`config.mk`:
```
export PLATFORM = sky130hd
export DESIGN_NAME = fft_tw_mul
export DESIGN_NICKNAME = d
export VERILOG_FILES = /design/src/rtl/fft_tw_mul.sv
export SDC_FILE = /design/constraint.sdc
export NUM_CORES = 1
export LEC_CHECK = 0
export BUFFER_PORTS_ARGS = -buffer_cell sky130_fd_sc_hd__buf_2
export CORE_UTILIZATION = 33
export DETAILED_ROUTE_END_ITERATION = 16
export PLACE_DENSITY_LB_ADDON = 0.2
export SLEW_MARGIN = 40
export SYNTH_ARGS = -nofsm -noshare
export SYNTH_HDL_FRONTEND = slang
export SYNTH_SLANG_ARGS = --single-unit
```
`constraint.sdc`:
```
create_clock -name clk -period 6 [get_ports clk]
set_clock_uncertainty 0.1 [all_clocks]
set_input_delay 0.9 -clock clk [delete_from_list [all_inputs] [get_ports clk]]
set_output_delay 0.9 -clock clk [all_outputs]
set_load 0.03 [all_outputs]
```
`src/rtl/fft_tw_mul.sv`:
```
// fft_tw_mul: twiddle-applying stage between FFT butterfly stages.
// Counts the incoming complex sample stream, drives a registered address to an
// external combinational twiddle ROM, multiplies each sample by the returned
// twiddle, then rounds (half-up) and saturates. Fixed 3-register latency,
// full throughput, no backpressure.
//
// Ports:
//   clk, rstn            clock (rising edge), async active-low reset
//   din_valid/din_sof    input strobe and first-of-frame flag
//   din_re/din_im        signed input sample (DW)
//   tw_addr              registered twiddle ROM address (AW)
//   tw_re/tw_im          ROM data, combinational from tw_addr (TW, FRAC frac bits)
//   dout_valid/dout_sof  output strobe and first-of-frame flag
//   dout_re/dout_im      rounded, saturated product (DW)
//   dout_sat             saturation occurred on re or im of this output
module fft_tw_mul #(
  parameter int DW   = 10,
  parameter int TW   = 10,
  parameter int FRAC = 7,
  parameter int AW   = 2
) (
  input  logic                 clk,
  input  logic                 rstn,
  input  logic                 din_valid,
  input  logic                 din_sof,
  input  logic signed [DW-1:0] din_re,
  input  logic signed [DW-1:0] din_im,
  output logic        [AW-1:0] tw_addr,
  input  logic signed [TW-1:0] tw_re,
  input  logic signed [TW-1:0] tw_im,
  output logic                 dout_valid,
  output logic                 dout_sof,
  output logic signed [DW-1:0] dout_re,
  output logic signed [DW-1:0] dout_im,
  output logic                 dout_sat
);

  localparam int PW = DW + TW + 1;

  localparam logic signed [PW:0] RND  = (PW+1)'(2 ** (FRAC - 1));
  localparam logic signed [PW:0] MAXV = (PW+1)'(2 ** (DW - 1) - 1);
  localparam logic signed [PW:0] MINV = -((PW+1)'(2 ** (DW - 1)));

  logic        [AW-1:0] cnt;
  logic        [AW-1:0] idx;
  logic                 s1_valid, s1_sof;
  logic signed [DW-1:0] s1_re, s1_im;
  logic                 s2_valid, s2_sof;
  logic signed [PW-1:0] s2_pr, s2_pi;
  logic signed [PW-1:0] pr_c, pi_c;
  logic        [DW:0]   re_rs, im_rs;

  // sof restarts the period at index 0 regardless of the running count
  assign idx = din_sof ? '0 : cnt;

  // S1: capture sample and present its twiddle address
  always_ff @(posedge clk or negedge rstn) begin
    if (!rstn) begin
      cnt      <= '0;
      tw_addr  <= '0;
      s1_valid <= 1'b0;
      s1_sof   <= 1'b0;
      s1_re    <= '0;
      s1_im    <= '0;
    end else begin
      s1_valid <= din_valid;
      if (din_valid) begin
        s1_re   <= din_re;
        s1_im   <= din_im;
        s1_sof  <= din_sof;
        tw_addr <= idx;
        cnt     <= idx + AW'(1);
      end
    end
  end

  // Full-precision complex multiply; operands sign-extended to PW first so
  // the products and sums are exact.
  always_comb begin
    logic signed [PW-1:0] a_re, a_im, b_re, b_im;
    a_re = PW'(s1_re);
    a_im = PW'(s1_im);
    b_re = PW'(tw_re);
    b_im = PW'(tw_im);
    pr_c = (a_re * b_re) - (a_im * b_im);
    pi_c = (a_re * b_im) + (a_im * b_re);
  end

  // S2: register products
  always_ff @(posedge clk or negedge rstn) begin
    if (!rstn) begin
      s2_valid <= 1'b0;
      s2_sof   <= 1'b0;
      s2_pr    <= '0;
      s2_pi    <= '0;
    end else begin
      s2_valid <= s1_valid;
      s2_sof   <= s1_valid & s1_sof;
      if (s1_valid) begin
        s2_pr <= pr_c;
        s2_pi <= pi_c;
      end
    end
  end

  // Round half-up then clamp; result is {sat_flag, value}.
  // One guard bit is added so the rounding constant can never overflow.
  function automatic logic [DW:0] rnd_sat(input logic signed [PW-1:0] p);
    logic signed [PW:0] r;
    r = ($signed({p[PW-1], p}) + RND) >>> FRAC;
    if (r > MAXV)      rnd_sat = {1'b1, MAXV[DW-1:0]};
    else if (r < MINV) rnd_sat = {1'b1, MINV[DW-1:0]};
    else               rnd_sat = {1'b0, r[DW-1:0]};
  endfunction

  always_comb begin
    re_rs = rnd_sat(s2_pr);
    im_rs = rnd_sat(s2_pi);
  end

  // S3: output register; data holds on cycles without a valid output
  always_ff @(posedge clk or negedge rstn) begin
    if (!rstn) begin
      dout_valid <= 1'b0;
      dout_sof   <= 1'b0;
      dout_re    <= '0;
      dout_im    <= '0;
      dout_sat   <= 1'b0;
    end else begin
      dout_valid <= s2_valid;
      dout_sof   <= s2_valid & s2_sof;
      if (s2_valid) begin
        dout_re  <= $signed(re_rs[DW-1:0]);
        dout_im  <= $signed(im_rs[DW-1:0]);
        dout_sat <= re_rs[DW] | im_rs[DW];
      end
    end
  end

endmodule

```
After elaboration in Yosys (flattened, before gate mapping)
Cells that the tools add are included.
{ "op_classes": {"addsub": 5, "multipliers": 4, "magnitude_cmp": 4, "muxes": 5, "n_bitwise": 3} }
{ "ops": {"columns": ["cell", "count"], "rows": [
  ["10-bit by 10-bit multiplier with 20-bit output", 4],
  ["21-bit by 8-bit adder with 22-bit output (second input constant)", 2],
  ["11-bit two-way mux", 4],
  ["15-bit by 10-bit > comparator with 1-bit output (second input constant)", 2],
  ["15-bit by 10-bit less-than comparator with 1-bit output (second input constant)", 2],
  ["20-bit by 20-bit adder with 21-bit output", 1],
  ["20-bit by 20-bit subtractor with 21-bit output", 1],
  ["2-bit by 1-bit adder with 2-bit output (second input constant)", 1],
  ["1-bit bitwise AND", 2],
  ["2-bit two-way mux", 1],
  ["1-bit bitwise OR", 1]
]} }
{ "word_totals": {"reg_bits": 93, "inputBits": 44, "output_inout_bits": 25, "elab_cells": 36} }

Depth between registers and ports, before layout
{ "depth": {"depth_word": 5, "mapped_depth": 23} }

Worst setup path after synthesis
OpenSTA, ideal clock, no wires.
{ "synth_path": {"kind": "input to register", "start": "input port tw_im[0]", "end": "register s2_pr[19]", "arrival_ps": 7047, "setup_slack_ps": -1272, "path_stages": 21, "path_buffers": 2, "cell_sequence": "clkbuf_1 > clkbuf_1 > nand2_1 > fa_1 > inv_1 > fa_1 > fa_1 > inv_1 > fa_1 > fa_1 > inv_1 > fa_1 > fa_1 > inv_1 > ha_1 > or3_4 > o41ai_4 > o221ai_2 > a211oi_2 > xnor2_1 > mux2_2"} }
{ "synth_via": {"elab_chain_cells": 2} }
{ "synth_lines": {"columns": ["item", "line", "source"], "rows": [
  ["from (decl)", "30", "input logic signed [TW-1:0] tw_im,"],
  ["10-bit by 10-bit multiplier with 20-bit output", "85", "pr_c = (a_re * b_re) - (a_im * b_im);"],
  ["20-bit by 20-bit subtractor with 21-bit output", "85", null],
  ["to (signal assigned)", "100", "s2_pr <= pr_c;"],
  ["to (decl)", "49", "logic signed [PW-1:0] s2_pr, s2_pi;"]
]} }
No other way between the ends.
A chain may end at the register's enable or synchronous reset.

Worst setup path after layout
{ "layout_path": {"start": "input port tw_re[0]", "end": "register s2_pi[17]"} }
{ "layout_via": {"elab_chain_cells": 2} }
{ "layout_lines": {"columns": ["item", "line", "source"], "rows": [
  ["from (decl)", "29", "input logic signed [TW-1:0] tw_re,"],
  ["10-bit by 10-bit multiplier with 20-bit output", "86", "pi_c = (a_re * b_im) + (a_im * b_re);"],
  ["20-bit by 20-bit adder with 21-bit output", "86", null],
  ["to (signal assigned)", "101", "s2_pi <= pi_c;"],
  ["to (decl)", "49", null]
]} }
No other way between the ends.

==> results_dict.tcl <==
set metrics [dict create \
    outcome "finished with violations" \
    violations "negative setup slack" \
    cp-end-kind "flip-flop" \
    setup_tns_ns -8.56 \
    syn_nets 2710 \
    synth_edf_count 0 \
    r2r-end "s2_pi[17]" \
    clk_latency_ns 0.39 \
    finalSetupViolations 23 \
    yosysSeqAreaShare_pct 10.2 \
    setup.worst_path.start "tw_re[0]" \
    rsz0062_at_grt "yes" \
    wirelength_mm 56.2 \
    antenna_cells 0 \
    synthFlopType "dfrtp_1" \
    grt_pass1_vias 16100 \
    ys_warn_count 0 \
    finalCritPeriodShare_pct 110 \
    syn_avg_cell_area_um2 9.65 \
    synth_area_um2 19900 \
    core_um2 59400 \
    hold_viol_final 0 \
    worst_pin_slew_ns 0.697 \
    ios 69 \
    min_path_type "reg2reg" \
    fp.dieArea_um2 61300 \
    slew_viol_final 0 \
    cts.sinks 81 \
    cts_max_path_buffers 2 \
    layout_min_cycle_time_ns 6.59 \
    dr.pass1.iters 13 \
    syn_inst 2062 \
    die_x_um 248 \
    critPathLaunchType "input port" \
    fill_cells 5849 \
    die_h_um 248 \
    finalNetCount 2953 \
    reg2reg_setup_slack_ns -0.55 \
    drtAntennaViolNets 0 \
    hold_buffers 0 \
    dp_hpwl_mm 47.2 \
    grt_first_pass_wirelength_mm 92.0 \
    drc_errors 0 \
    htreeDepth 3 \
    layout-drive-gt1-share_pct 23.4 \
    slew_headroom_pct 53.5 \
    required_ns 6.18 \
    grt_util_all_layers_pct 20.0 \
    syn_to_final_growth_pct 22.5 \
    worstPathArrival_ns 6.77 \
    gp_congestion 0.848 \
    reg2regPathDepth 23 \
    vias 14100 \
    synth_top_area_cell "fa_1" \
    drt_iter0_drc 626 \
    grt_max_degree 43 \
    path_class "in2reg" \
    antenna_found_initial 0 \
    synthTopCellsByArea "fa_1, inv_1, dfrtp_1" \
    cts_tree "built" \
    num_rows 89 \
    start_util_pct 33.5 \
    grt_overflow 0 \
    port_buffers 68 \
    cts-buffers-inserted 9 \
    cap_violations 0 \
    preCtsSetupSlack_ns -1.22 \
    finalWorstSetupSlack_ns -0.586 \
    fmax_mhz 152 \
    cts-root-buf "clkbuf_16" \
    ys_types 65 \
    critPathMaxFanout 3 \
    reg2reg_from "s1_im[9]" \
    clkTransAtPathRegs_ns 0.09 \
    avgRoutedWirePerCell_um 18.2 \
    synth_top_cell_area_share_pct 45.4 \
    async_reset_ff_share_pct 100 \
    crit_end "s2_pi[17]" \
    ys_ff_latch 81 \
    viasPerCell 4.58 \
]
## sequential cells by signal, indices dropped and copies added, names as in the netlist
signal      flops
s2_valid        1
dout_valid      1
s2_pr          15
s2_sof          1
cnt             2
dout_sat        1
s1_sof          1
s2_pi          15
s1_re          10
dout_im        10
dout_re        10
s1_valid        1
dout_sof        1
s1_im          10
tw_addr         2
## worst min-delay path by stage
stage | start | to | slack, ns | cells after the start
2_1_floorplan | s2_valid | dout_valid | 0.25 | 0
3_3_place_gp | s2_sof | dout_sof | 0.35 | 1
3_5_place_dp | s2_sof | dout_sof | 0.35 | 1
4_1_cts | s2_sof | dout_sof | 0.37 | 1
5_1_grt | s2_sof | dout_sof | 0.39 | 1
6_report | s2_sof | dout_sof | 0.36 | 1
## area by class of cell
type,count,area (um^2),area share [%]
multi-input cells,1345,16200,66.4
clock inverters,4,52.6,0.216
repair buffers,327,2850,11.7
clock buffers,11,243,0.996
inverters,541,2040,8.36
flip-flops and latches,81,2030,8.34
well taps,773,967,3.97
## cells in the mapped netlist (7+ instances only)
cell      instances
dfrtp_1          81
o22a_1            9
a21oi_1          34
inv_1           541
o21ai_1           7
fa_1            451
xor2_1           19
nor2b_1          16
nand2b_1         15
nand3_1          15
clkbuf_1         90
nor3_1            8
xnor2_1          49
nor2_1           46
mux2_2           40
nand4_1           9
nand2_1         193
ha_1            153
and3_1           10
and2_1          195
a21o_1            7
## through the flow
| stage | hold WS, ns | util [%] | std cells | cell area, um^2 |
|---|---|---|---|---|
| 5_1_grt | 0.389 | 41.1 | 3082 | 24400 |
| 2_1_floorplan | 0.252 | - | 2062 | 20400 |
| 3_5_place_dp | 0.347 | 39.0 | 3045 | 23200 |
| 4_1_cts | 0.370 | 40.5 | 3075 | 24000 |
| 3_3_place_gp | 0.351 | 39.0 | 3045 | 23200 |
| 6_report | 0.362 | 41.1 | 3082 | 24400 |
## placed cells by master (no fill, tap or decap), types with 42 or more instances in the layout
cell	n
buf_4	218
ha_1	131
buf_2	47
xnor2_1	42
nand2_1	182
nor2_1	44
and2_1	170
dfrtp_1	76
inv_1	506
fa_1	435
## what timing repair did
item	CTS	global route
gates cloned	1	0
endpoints found under the setup margin	27	27
resized for setup	101	88
pin swaps	76	79
buffers inserted	15	9
## critical path, cell delays in order
cell      delay [ns]
buf_6           0.12
and2_4          0.16
buf_12          0.13
fa_1            0.47
inv_1           0.05
fa_1            0.49
fa_1            0.52
inv_1           0.05
fa_1            0.50
fa_1            0.43
fa_1            0.49
inv_1           0.05
fa_1            0.52
inv_2           0.05
ha_4            0.27
o211a_1         0.18
a211oi_4        0.06
or4b_4          0.56
nand4_1         0.18
buf_4           0.15
nand2_1         0.06
xnor2_1         0.13
mux2_4          0.25
## cells by family after synthesis
family                   share of synthesized area (%)
AO/OA/AOI/OAI                                     3.63
XOR/XNOR                                          3.11
adder cells (fa/ha/maj)                           55.0
buffers and inverters                             12.0
flip-flops                                        10.2
multiplexers                                      2.47
AND/OR/NAND/NOR                                   13.6
## routing by layer
metal	global-route usage (%)	routed length, um	vias up
met5	0	0	-
met4	5.38	1580	0
met3	1.91	1990	67
met2	34.5	27700	256
met1	26.7	24900	7275
li1	-	-	6504
Power is left out: the tool's default activity adds up to more than one toggle a clock period on the data nets, which glitch-free logic cannot reach.
